## src/rtl/vanilla_sb_clear_arbiter_if.sv

```systemverilog
// Scoreboard-clear bus between writeback requesters and the clear arbiter.
// The requester side drives valid/class/id and the freeze enable; the
// arbiter side returns grants, the two clear ports and contention counters.
interface vanilla_sb_clear_arbiter_if #(
   parameter int els_p            = 4,
   parameter int reg_addr_width_p = 5,
   parameter int ctr_width_p      = 32
);
   logic                                 clear_en_i;
   logic [els_p-1:0]                     v_i;
   logic [els_p-1:0]                     is_float_i;
   logic [els_p*reg_addr_width_p-1:0]    id_i;
   logic [els_p-1:0]                     yumi_o;
   logic                                 int_sb_clear_o;
   logic [reg_addr_width_p-1:0]          int_sb_clear_id_o;
   logic                                 float_sb_clear_o;
   logic [reg_addr_width_p-1:0]          float_sb_clear_id_o;
   logic [ctr_width_p-1:0]               int_conflict_ctr_o;
   logic [ctr_width_p-1:0]               float_conflict_ctr_o;

   // Requester / stimulus side.
   modport master (
      output clear_en_i, v_i, is_float_i, id_i,
      input  yumi_o, int_sb_clear_o, int_sb_clear_id_o,
             float_sb_clear_o, float_sb_clear_id_o,
             int_conflict_ctr_o, float_conflict_ctr_o
   );

   // Arbiter side.
   modport slave (
      input  clear_en_i, v_i, is_float_i, id_i,
      output yumi_o, int_sb_clear_o, int_sb_clear_id_o,
             float_sb_clear_o, float_sb_clear_id_o,
             int_conflict_ctr_o, float_conflict_ctr_o
   );
endinterface

```

## src/rtl/vanilla_sb_clear_arbiter.sv

```systemverilog
// Scoreboard clear arbiter for the vanilla core.
// Several writeback sources compete for one integer and one float scoreboard
// clear port. Each class has an independent round-robin pointer; at most one
// integer and one float grant are made per cycle. Clear strobes and ids are
// registered, so a clear appears one cycle after its grant. Integer x0 is
// granted (consumed) but never produces a clear strobe. Saturating counters
// record cycles where a class had more than one candidate.
module vanilla_sb_clear_arbiter #(
   parameter int els_p            = 4,
   parameter int reg_addr_width_p = 5,
   parameter int ctr_width_p      = 32
) (
   input logic                          clk_i,
   input logic                          reset_n_i,
   vanilla_sb_clear_arbiter_if.slave    bus
);

   localparam int ptr_w_lp = (els_p > 1) ? $clog2(els_p) : 1;

   typedef logic [ptr_w_lp-1:0]         ptr_t;
   typedef logic [reg_addr_width_p-1:0] rid_t;

   // Round-robin pointers (next index with highest priority).
   ptr_t                 rr_int_r;
   ptr_t                 rr_fp_r;

   // Registered clear port state.
   logic                 int_clear_r;
   rid_t                 int_id_r;
   logic                 fp_clear_r;
   rid_t                 fp_id_r;

   // Contention counters.
   logic [ctr_width_p-1:0] int_ctr_r;
   logic [ctr_width_p-1:0] fp_ctr_r;

   // Combinational arbitration results.
   logic [els_p-1:0]     int_cand_s;
   logic [els_p-1:0]     fp_cand_s;
   logic [els_p-1:0]     int_grant_s;
   logic [els_p-1:0]     fp_grant_s;
   logic                 int_found_s;
   logic                 fp_found_s;
   ptr_t                 int_win_s;
   ptr_t                 fp_win_s;
   rid_t                 id_arr_s [els_p];
   rid_t                 int_win_id_s;
   rid_t                 fp_win_id_s;
   logic                 int_conflict_s;
   logic                 fp_conflict_s;

   // Index reached by stepping i positions past ptr, wrapping at els_p.
   function automatic ptr_t wrap_idx(input ptr_t ptr, input int i);
      int sum;
      sum = (int'(ptr) + i) % els_p;
      return ptr_t'(sum);
   endfunction

   // Pointer value after a grant to win: one past the winner, wrapping.
   function automatic ptr_t next_ptr(input ptr_t win);
      ptr_t nxt;
      if (win == ptr_t'(els_p - 1)) begin
         nxt = ptr_t'(0);
      end else begin
         nxt = win + ptr_t'(1);
      end
      return nxt;
   endfunction

   // True when at least two bits of the candidate vector are set.
   function automatic logic multi_hot(input logic [els_p-1:0] vec);
      return |(vec & (vec - {{(els_p-1){1'b0}}, 1'b1}));
   endfunction

   // Unpack the flat id bus into per-requester ids.
   always_comb begin
      for (int k = 0; k < els_p; k++) begin
         id_arr_s[k] = bus.id_i[k*reg_addr_width_p +: reg_addr_width_p];
      end
   end

   // Split requests into integer and float candidate sets; frozen when disabled.
   always_comb begin
      if (bus.clear_en_i && reset_n_i) begin
         int_cand_s = bus.v_i & ~bus.is_float_i;
         fp_cand_s  = bus.v_i &  bus.is_float_i;
      end else begin
         int_cand_s = '0;
         fp_cand_s  = '0;
      end
   end

   // Integer round-robin: first candidate at or after rr_int_r, wrapping.
   always_comb begin
      ptr_t j;
      int_found_s = 1'b0;
      int_win_s   = '0;
      int_grant_s = '0;
      for (int i = 0; i < els_p; i++) begin
         j = wrap_idx(rr_int_r, i);
         if (!int_found_s && int_cand_s[j]) begin
            int_found_s    = 1'b1;
            int_win_s      = j;
            int_grant_s[j] = 1'b1;
         end else begin
            int_found_s = int_found_s;
         end
      end
   end

   // Float round-robin: first candidate at or after rr_fp_r, wrapping.
   always_comb begin
      ptr_t j;
      fp_found_s = 1'b0;
      fp_win_s   = '0;
      fp_grant_s = '0;
      for (int i = 0; i < els_p; i++) begin
         j = wrap_idx(rr_fp_r, i);
         if (!fp_found_s && fp_cand_s[j]) begin
            fp_found_s    = 1'b1;
            fp_win_s      = j;
            fp_grant_s[j] = 1'b1;
         end else begin
            fp_found_s = fp_found_s;
         end
      end
   end

   // Winner ids and per-class contention detection.
   always_comb begin
      int_win_id_s   = id_arr_s[int_win_s];
      fp_win_id_s    = id_arr_s[fp_win_s];
      int_conflict_s = multi_hot(int_cand_s);
      fp_conflict_s  = multi_hot(fp_cand_s);
   end

   // Grants back to requesters; candidates are already empty in reset/freeze.
   always_comb begin
      bus.yumi_o = int_grant_s | fp_grant_s;
   end

   // Round-robin pointers advance past each class winner, hold otherwise.
   always_ff @(posedge clk_i or negedge reset_n_i) begin
      if (!reset_n_i) begin
         rr_int_r <= '0;
         rr_fp_r  <= '0;
      end else begin
         if (int_found_s) begin
            rr_int_r <= next_ptr(int_win_s);
         end else begin
            rr_int_r <= rr_int_r;
         end
         if (fp_found_s) begin
            rr_fp_r <= next_ptr(fp_win_s);
         end else begin
            rr_fp_r <= rr_fp_r;
         end
      end
   end

   // Clear port registers: strobe for one cycle per grant, id held when idle;
   // integer x0 is consumed without a strobe since x0 is never scoreboarded.
   always_ff @(posedge clk_i or negedge reset_n_i) begin
      if (!reset_n_i) begin
         int_clear_r <= 1'b0;
         int_id_r    <= '0;
         fp_clear_r  <= 1'b0;
         fp_id_r     <= '0;
      end else begin
         if (int_found_s) begin
            int_clear_r <= (int_win_id_s != rid_t'(0));
            int_id_r    <= int_win_id_s;
         end else begin
            int_clear_r <= 1'b0;
            int_id_r    <= int_id_r;
         end
         if (fp_found_s) begin
            fp_clear_r <= 1'b1;
            fp_id_r    <= fp_win_id_s;
         end else begin
            fp_clear_r <= 1'b0;
            fp_id_r    <= fp_id_r;
         end
      end
   end

   // Saturating contention counters for the profiler.
   always_ff @(posedge clk_i or negedge reset_n_i) begin
      if (!reset_n_i) begin
         int_ctr_r <= '0;
         fp_ctr_r  <= '0;
      end else begin
         if (int_conflict_s && !(&int_ctr_r)) begin
            int_ctr_r <= int_ctr_r + {{(ctr_width_p-1){1'b0}}, 1'b1};
         end else begin
            int_ctr_r <= int_ctr_r;
         end
         if (fp_conflict_s && !(&fp_ctr_r)) begin
            fp_ctr_r <= fp_ctr_r + {{(ctr_width_p-1){1'b0}}, 1'b1};
         end else begin
            fp_ctr_r <= fp_ctr_r;
         end
      end
   end

   // Drive registered state onto the bus.
   always_comb begin
      bus.int_sb_clear_o       = int_clear_r;
      bus.int_sb_clear_id_o    = int_id_r;
      bus.float_sb_clear_o     = fp_clear_r;
      bus.float_sb_clear_id_o  = fp_id_r;
      bus.int_conflict_ctr_o   = int_ctr_r;
      bus.float_conflict_ctr_o = fp_ctr_r;
   end

endmodule

```

## src/flat_wrapper.sv

```systemverilog
// flat-port wrapper written by rule: the top's interface ports become plain ports
module vanilla_sb_clear_arbiter_flat 
#(
   parameter int els_p            = 4,
   parameter int reg_addr_width_p = 5,
   parameter int ctr_width_p      = 32
)
  (clk_i, reset_n_i, bus_clear_en_i, bus_v_i, bus_is_float_i, bus_id_i, bus_yumi_o, bus_int_sb_clear_o, bus_int_sb_clear_id_o, bus_float_sb_clear_o, bus_float_sb_clear_id_o, bus_int_conflict_ctr_o, bus_float_conflict_ctr_o);
  vanilla_sb_clear_arbiter_if #(.els_p(els_p), .reg_addr_width_p(reg_addr_width_p), .ctr_width_p(ctr_width_p)) bus_i ();
  input logic clk_i;
  input logic reset_n_i;
  input wire logic [$bits(bus_i.clear_en_i)-1:0] bus_clear_en_i;
  input wire logic [$bits(bus_i.v_i)-1:0] bus_v_i;
  input wire logic [$bits(bus_i.is_float_i)-1:0] bus_is_float_i;
  input wire logic [$bits(bus_i.id_i)-1:0] bus_id_i;
  output wire logic [$bits(bus_i.yumi_o)-1:0] bus_yumi_o;
  output wire logic [$bits(bus_i.int_sb_clear_o)-1:0] bus_int_sb_clear_o;
  output wire logic [$bits(bus_i.int_sb_clear_id_o)-1:0] bus_int_sb_clear_id_o;
  output wire logic [$bits(bus_i.float_sb_clear_o)-1:0] bus_float_sb_clear_o;
  output wire logic [$bits(bus_i.float_sb_clear_id_o)-1:0] bus_float_sb_clear_id_o;
  output wire logic [$bits(bus_i.int_conflict_ctr_o)-1:0] bus_int_conflict_ctr_o;
  output wire logic [$bits(bus_i.float_conflict_ctr_o)-1:0] bus_float_conflict_ctr_o;
  assign bus_i.clear_en_i = bus_clear_en_i;
  assign bus_i.v_i = bus_v_i;
  assign bus_i.is_float_i = bus_is_float_i;
  assign bus_i.id_i = bus_id_i;
  assign bus_yumi_o = bus_i.yumi_o;
  assign bus_int_sb_clear_o = bus_i.int_sb_clear_o;
  assign bus_int_sb_clear_id_o = bus_i.int_sb_clear_id_o;
  assign bus_float_sb_clear_o = bus_i.float_sb_clear_o;
  assign bus_float_sb_clear_id_o = bus_i.float_sb_clear_id_o;
  assign bus_int_conflict_ctr_o = bus_i.int_conflict_ctr_o;
  assign bus_float_conflict_ctr_o = bus_i.float_conflict_ctr_o;
  vanilla_sb_clear_arbiter #(.els_p(els_p), .reg_addr_width_p(reg_addr_width_p), .ctr_width_p(ctr_width_p)) u_core (.clk_i(clk_i), .reset_n_i(reset_n_i), .bus(bus_i));
endmodule
```

## config.mk

```make
export PLATFORM = sky130hd
export DESIGN_NAME = vanilla_sb_clear_arbiter_flat
export DESIGN_NICKNAME = d
export VERILOG_FILES = /design/src/rtl/vanilla_sb_clear_arbiter_if.sv /design/src/rtl/vanilla_sb_clear_arbiter.sv /design/src/flat_wrapper.sv
export SDC_FILE = /design/constraint.sdc
export NUM_CORES = 1
export LEC_CHECK = 0
export CAP_MARGIN = 10
export CORE_MARGIN = 4
export CORE_UTILIZATION = 55
export DETAILED_ROUTE_END_ITERATION = 10
export HOLD_SLACK_MARGIN = 0.12
export PLACE_DENSITY = 0.85
export SKIP_CTS_REPAIR_TIMING = 1
export SLEW_MARGIN = 10
export SYNTH_ARGS = -nofsm -noshare
export SYNTH_HDL_FRONTEND = slang
export SYNTH_SLANG_ARGS = --single-unit
```

## constraint.sdc

```tcl
create_clock -name clk_i -period 7.4 [get_ports clk_i]
set_clock_uncertainty 0.2 [all_clocks]
set_input_delay 1.48 -clock clk_i [delete_from_list [all_inputs] [get_ports clk_i]]
set_output_delay 1.48 -clock clk_i [all_outputs]
set_load 0.02 [all_outputs]
```

==> out/qor.yml, run 1 <==
status: "finished, final reports clean"
wl_per_cell_um: 18.7
antenna_found_initial: 0
grt-ovfl-total: 0
cp-start-kind: "input port"
synth_nets: 555
dieArea_um2: 10700
synth_top_area_share_pct: 39.8
fin_crit_ns: 6.04
synthToLayoutAreaGrowth_pct: 27.6
clk_pin_slew_ns: 0.09
gp_congestion: 0.854
cp_max_fo: 14
antenna_left: 0
use_met3_pct: 5.66
fillers: 648
max_freq_ghz: 0.165
synth.distinct_cells: 68
ys_seq_area_share_pct: 39.8
worst_setup_path_end_kind: "primary output"
chipWidth_um: 104
setup_viol: 0
syn_area_um2: 5030
firstDrtPassIters: 5
yosys.cell_count.top_type: "dfrtp_1"
clock-sinks: 80
grtUsageTotal_pct: 25.7
use_met2_pct: 44.8
leakagePower_nw: 2.75
syn_inst: 514
io-pin-count: 111
yosysWarningCount: 0
finalCritPeriodShare_pct: 81.7
io_buffers: 110
root_buffer: "clkbuf_8"
synth-main-ff-cell: "dfrtp_1"
core_um2: 8810
crit_top_cell: "clkdlybuf4s50_1"
met1_usage_pct: 31.4
holdWs_ns: 0.287
netlist_top_cells_area: "dfrtp_1 40%, xnor2_1 8.4%, nand2_1 4.0%, mux2i_1 3.8%, nand4_1 3.7%"
num-nets-final: 665
cts_buffers: 9
dp_hpwl_um: 10000
crit_slowest_cell: "clkdlybuf4s50_1"
clk_path_buf_depth: 2
cp_cell_sequence: "clkdlybuf4s50_1, nand2_1, or4_1, a21oi_1, or2_2, a222oi_1, nand4_1, clkdlybuf4s50_1"
synth-compound-area-share_pct: 10.4
clk_latency_ns: 0.35
drtIter0Drc: 260
synth_common_cells: "80 x dfrtp_1, 54 x nand2_1, 48 x xnor2_1, 30 x nand3_1, 30 x nand4_1"
n_antenna_cell: 0
final_hold_viol_count: 0
critical_path_class: "input port to primary output"
finalSetupTns_ns: 0
drv_slew: 0
num_vias: 4643
tritoncts: "built"
cp.arrival_ns: 4.36
yosys-mux-area-fraction_pct: 8.25
start_util_pct: 57.1
rsz0062_at_grt: "false"
placementRows: 34
grt_first_pass_wirelength_um: 23100
grt-busiest-layer: "met2"
routed_wl_um: 13800
critPathMaxStageDelay_ns: 0.70
worst_ep_required_time_ns: 5.72
synth_fa_ha_area_share_pct: 2.69
cap_violations: 0
peakVddDrop_v: 0.000163
yosysTopAreaCell: "dfrtp_1"
route.detailed.drc: 0
synth-seq-cells: 80
syn_avg_cell_area_um2: 9.79
synth-async-reset-ratio_pct: 100
synth-xor-area-share_pct: 11.1
min-delay-path-class: "flop to flop"
synth_edf_count: 0
vias_per_cell: 6.30
synth_top_family_by_area: "simple AND/OR/NAND/NOR gates"
die_h_um: 104
grt_max_degree: 72
drive_gt1_share_pct: 7.00
grt_pass1_vias: 4611
worstMarginPinSlew_ns: 1.13
htree_levels: 3
p_per_area_nw_per_um2: 243
max_slew_margin_pct: 24.1
yosys.area_share.simple_pct: 25.8
[cells in the final DEF, fill, tap and decap left out, types with 12 or more instances in the layout]
cell type	n
a21oi_1	12
and3_1	16
clkdlybuf4s50_1	109
dfrtp_1	80
mux2i_1	19
nand2_1	54
nand3_1	30
nand4_1	30
nor2_1	24
nor3_1	16
o21ai_0	13
xnor2_1	48
xor2_1	16
[final timing paths]
kind | slack [ns] | depth (start not counted) | end | from
min in group asynchronous | 0.80 | 1 | u_core.bus.float_sb_clear_id_o[2] | reset_n_i
min reg2reg | 0.29 | 1 | u_core.bus.int_conflict_ctr_o[30] | u_core.bus.int_conflict_ctr_o[30]
max reg2reg | 3.63 | 8 | u_core.bus.float_sb_clear_id_o[3] | u_core.rr_fp_r[0]
min | 0.29 | 1 | u_core.bus.int_conflict_ctr_o[30] | u_core.bus.int_conflict_ctr_o[30]
max | 1.36 | 8 | bus_yumi_o[3] | bus_clear_en_i
max in group asynchronous | 5.06 | 2 | u_core.bus.float_conflict_ctr_o[1] | reset_n_i
[logic make-up (layout without fill, tap and decap cells)]
kind of cell / Yosys count / after routing
mux: 32 / 32
xor+xnor: 64 / 64
fa+ha+maj: 11 / 11
buf+inv: 23 / 138
flops: 80 / 80
compound gates: 70 / 70
simple gates: 234 / 234
[per-layer routing]
layer | up-vias | share of wire, %
met5 | - | 0
met4 | 0 | 2.8
met3 | 35 | 5.9
met2 | 205 | 51
met1 | 2268 | 40
li1 | 2135 | -
[registers in the layout, summed over array words and instances, names as in the netlist]
signal	cells
u_core.bus.float_conflict_ctr_o	32
u_core.bus.float_sb_clear_id_o	5
u_core.bus.float_sb_clear_o	1
u_core.bus.int_conflict_ctr_o	32
u_core.bus.int_sb_clear_id_o	5
u_core.bus.int_sb_clear_o	1
u_core.rr_fp_r	2
u_core.rr_int_r	2
[report_power, final]
part	total [mW]	internal (mW)	leakage, nW	switching (mW)
Combinational	0.650	0.294	1.58	0.356
Sequential	0.574	0.490	1.07	0.0834
Clock	0.335	0.168	0.100	0.167
[through the flow]
step	power, mW	instances	cell area [µm²]	worst slack, ns	util, %
floorplan	0.985	514	5030	2.63	-
global placement	1.20	721	6220	1.50	70.6
detailed placement	1.22	721	6220	1.36	70.6
CTS	1.56	737	6420	1.38	72.9
global route	1.65	737	6420	1.17	72.9
finish	1.56	737	6420	1.36	72.9
[cell type report]
cell class	count	area (µm²)	share of cell area, %
clock inverter	5	63.8	0.994
timing repair buffer	112	1110	17.3
sequential	80	2000	31.2
multi-input combinational	411	2930	45.6
clock buffer	11	141	2.20
tap	108	135	2.10
inverter	10	37.5	0.584
[critical path: cells and delay by family]
family                 cells  cell delay [ns]
and+or+nand+nor            4             1.20
buffers and inverters      2             1.31
AOI/OAI and AO/OA          2             0.38
Power figures use the tool's default switching activity.
==> run 2: changes to the inputs <==
--- a/config.mk
+++ b/config.mk
@@ -7,10 +7,10 @@
 export LEC_CHECK = 0
 export CAP_MARGIN = 10
 export CORE_MARGIN = 4
-export CORE_UTILIZATION = 55
+export CORE_UTILIZATION = 46
 export DETAILED_ROUTE_END_ITERATION = 10
 export HOLD_SLACK_MARGIN = 0.12
-export PLACE_DENSITY = 0.85
+export PLACE_DENSITY = 0.76
 export SKIP_CTS_REPAIR_TIMING = 1
 export SLEW_MARGIN = 10
 export SYNTH_ARGS = -nofsm -noshare
==> constraint.sdc (replaced) <==
create_clock -name clk_i -period 5.25 [get_ports clk_i]
set_clock_uncertainty 0.2 [all_clocks]
set_input_delay 1.05 -clock clk_i [delete_from_list [all_inputs] [get_ports clk_i]]
set_output_delay 1.05 -clock clk_i [all_outputs]
set_load 0.02 [all_outputs]
==> out/qor.yml, run 2 (synthesis results as in run 1) <==
clk_latency_ns: 0.35  # about the same
placed_cell_area_um2: 6290  # +1.2%
max_slew_margin_pct: 32.4  # +8.3 points
worst_setup_path_end_kind: "primary output"
grtUsageTotal_pct: 21.0  # -4.7 points
regArea_um2: 2000  # unchanged
cp-start-kind: "input port"
htree_levels: 3  # unchanged
cts_buffers: 9  # unchanged
clk_path_buf_depth: 2  # unchanged
reg2reg_slack_ns: 1.70  # -1.93 ns
worstMarginPinSlew_ns: 1.01  # -0.115 ns
firstDrtPassIters: 5  # unchanged
vias_per_cell: 5.89  # -6.6%
grt_pass1_vias: 4476  # -2.9%
holdWs_ns: 0.296  # +0.00971 ns
drtIter0Drc: 312  # +20%
die_h_um: 113  # +8.6%
cap_violations: 0  # unchanged
max_freq_ghz: 0.196
rsz0062_at_grt: "false"
finalSetupTns_ns: 0  # unchanged
dp_hpwl_um: 10100  # +0.85%
drv_slew: 0  # unchanged
core_um2: 10500  # +19%
final_hold_viol_count: 0  # unchanged
clock-sinks: 80  # unchanged
p_per_area_nw_per_um2: 337  # +39%
chipWidth_um: 113  # +8.6%
start_util_pct: 47.9  # -9.3 points
grt_max_degree: 81  # +13%
critical_path_class: "input port to primary output"
antenna_found_initial: 0  # unchanged
antenna_left: 0  # unchanged
cp_max_fo: 9  # -5
setup_viol: 0  # unchanged
routed_wl_um: 13400  # -3.1%
final_common_cell: "clkdlybuf4s50_1"
clk_pin_slew_ns: 0.09  # about the same
status: "finished, final reports clean"
num_vias: 4533  # -2.4%
placementRows: 37  # +8.8%
final_cell_mix: "108 x clkdlybuf4s50_1, 80 x dfrtp_1, 54 x nand2_1"
tritoncts: "built"
peakVddDrop_v: 0.000190  # +17%
fillers: 877  # +35%
route.detailed.drc: 0  # unchanged
io_buffers: 110  # unchanged
gp_congestion: 0.930  # +9.0%
n_antenna_cell: 0  # unchanged
wl_per_cell_um: 17.4  # -7.2%
io-pin-count: 111  # unchanged
min-delay-path-class: "flop to flop"
drive_gt1_share_pct: 7.89  # +0.89 points
finalCritPeriodShare_pct: 97.1
root_buffer: "clkbuf_8"
dieArea_um2: 12700  # +18%
leakagePower_nw: 2.78  # +0.98%
grt-ovfl-total: 0  # unchanged
synthToLayoutAreaGrowth_pct: 29.0
multi_input_area_um2: 2940  # +0.21%
fin_crit_ns: 5.10
num-nets-final: 670  # +0.75%
cp.arrival_ns: 3.85  # -0.51 ns
worst_ep_required_time_ns: 4.00  # -1.72 ns
fin_area_um2: 6490  # +1.1%
grt_first_pass_wirelength_um: 22100  # -4.2%
==> run 2: where the power goes <==
group | internal, mW | switching, mW
registers | 0.691 | 0.115
clock network | 0.222 | 0.235
logic | 0.423 | 0.501
==> run 2: worst max-delay path, cell delays in order <==
cell and delay (ns):
clkdlybuf4s50_1 0.60, and4b_1 0.30, mux4_2 0.54, and2b_1 0.35
a22oi_1 0.12, nor2_1 0.11, a21oi_1 0.06, nand4_1 0.11
clkdlybuf4s50_1 0.61
==> run 2: final cells by class <==
cell class              count  area share, %
clock buffers              10           1.97
clock inverters             6           1.04
inverters                  10          0.578
multi-input cells         411           45.2
flip-flops and latches     80           30.8
well taps                 136           2.62
repair buffers            117           17.8
==> run 2: path summary, 6_finish.rpt <==
path	start	endpoint	cells past startpoint
max reg2reg	u_core.rr_int_r[0]	u_core.bus.int_sb_clear_o	8
max	bus_is_float_i[1]	bus_yumi_o[0]	9
min in group asynchronous	reset_n_i	u_core.bus.int_conflict_ctr_o[4]	2
min	u_core.bus.float_conflict_ctr_o[31]	u_core.bus.float_conflict_ctr_o[31]	1
min reg2reg	u_core.bus.float_conflict_ctr_o[31]	u_core.bus.float_conflict_ctr_o[31]	1
max in group asynchronous	reset_n_i	u_core.bus.float_sb_clear_id_o[2]	2
==> run 2: layer usage <==
metal	up-vias	part of all wire [%]	GRT usage, %	routed length, µm
li1	2147	-	-	-
met1	2216	42	27.6	5660
met2	153	50	34.6	6690
met3	17	6.5	5.12	870
met4	0	1.2	5.61	167
met5	-	0	0	0
==> run 2: stage by stage <==
stage | utilization (%) | setup slack (ns) | cells | power [mW]
4_1_cts | 61.7 | 0.0803 | 770 | 2.19
5_1_grt | 61.8 | 0.0256 | 770 | 2.31
2_1_floorplan | - | 1.34 | 514 | 1.39
6_report | 61.8 | 0.151 | 770 | 2.19
3_3_place_gp | 59.9 | 0.187 | 754 | 1.71
3_5_place_dp | 59.9 | 0.0947 | 754 | 1.74
==> run 3: changes to the inputs <==
--- a/config.mk
+++ b/config.mk
@@ -9,7 +9,6 @@
 export CORE_MARGIN = 4
 export CORE_UTILIZATION = 46
 export DETAILED_ROUTE_END_ITERATION = 10
-export HOLD_SLACK_MARGIN = 0.12
 export PLACE_DENSITY = 0.76
 export SKIP_CTS_REPAIR_TIMING = 1
 export SLEW_MARGIN = 10
==> results of run 3 <==
The final DEF is identical to that of run 2; final timing and power are the same.
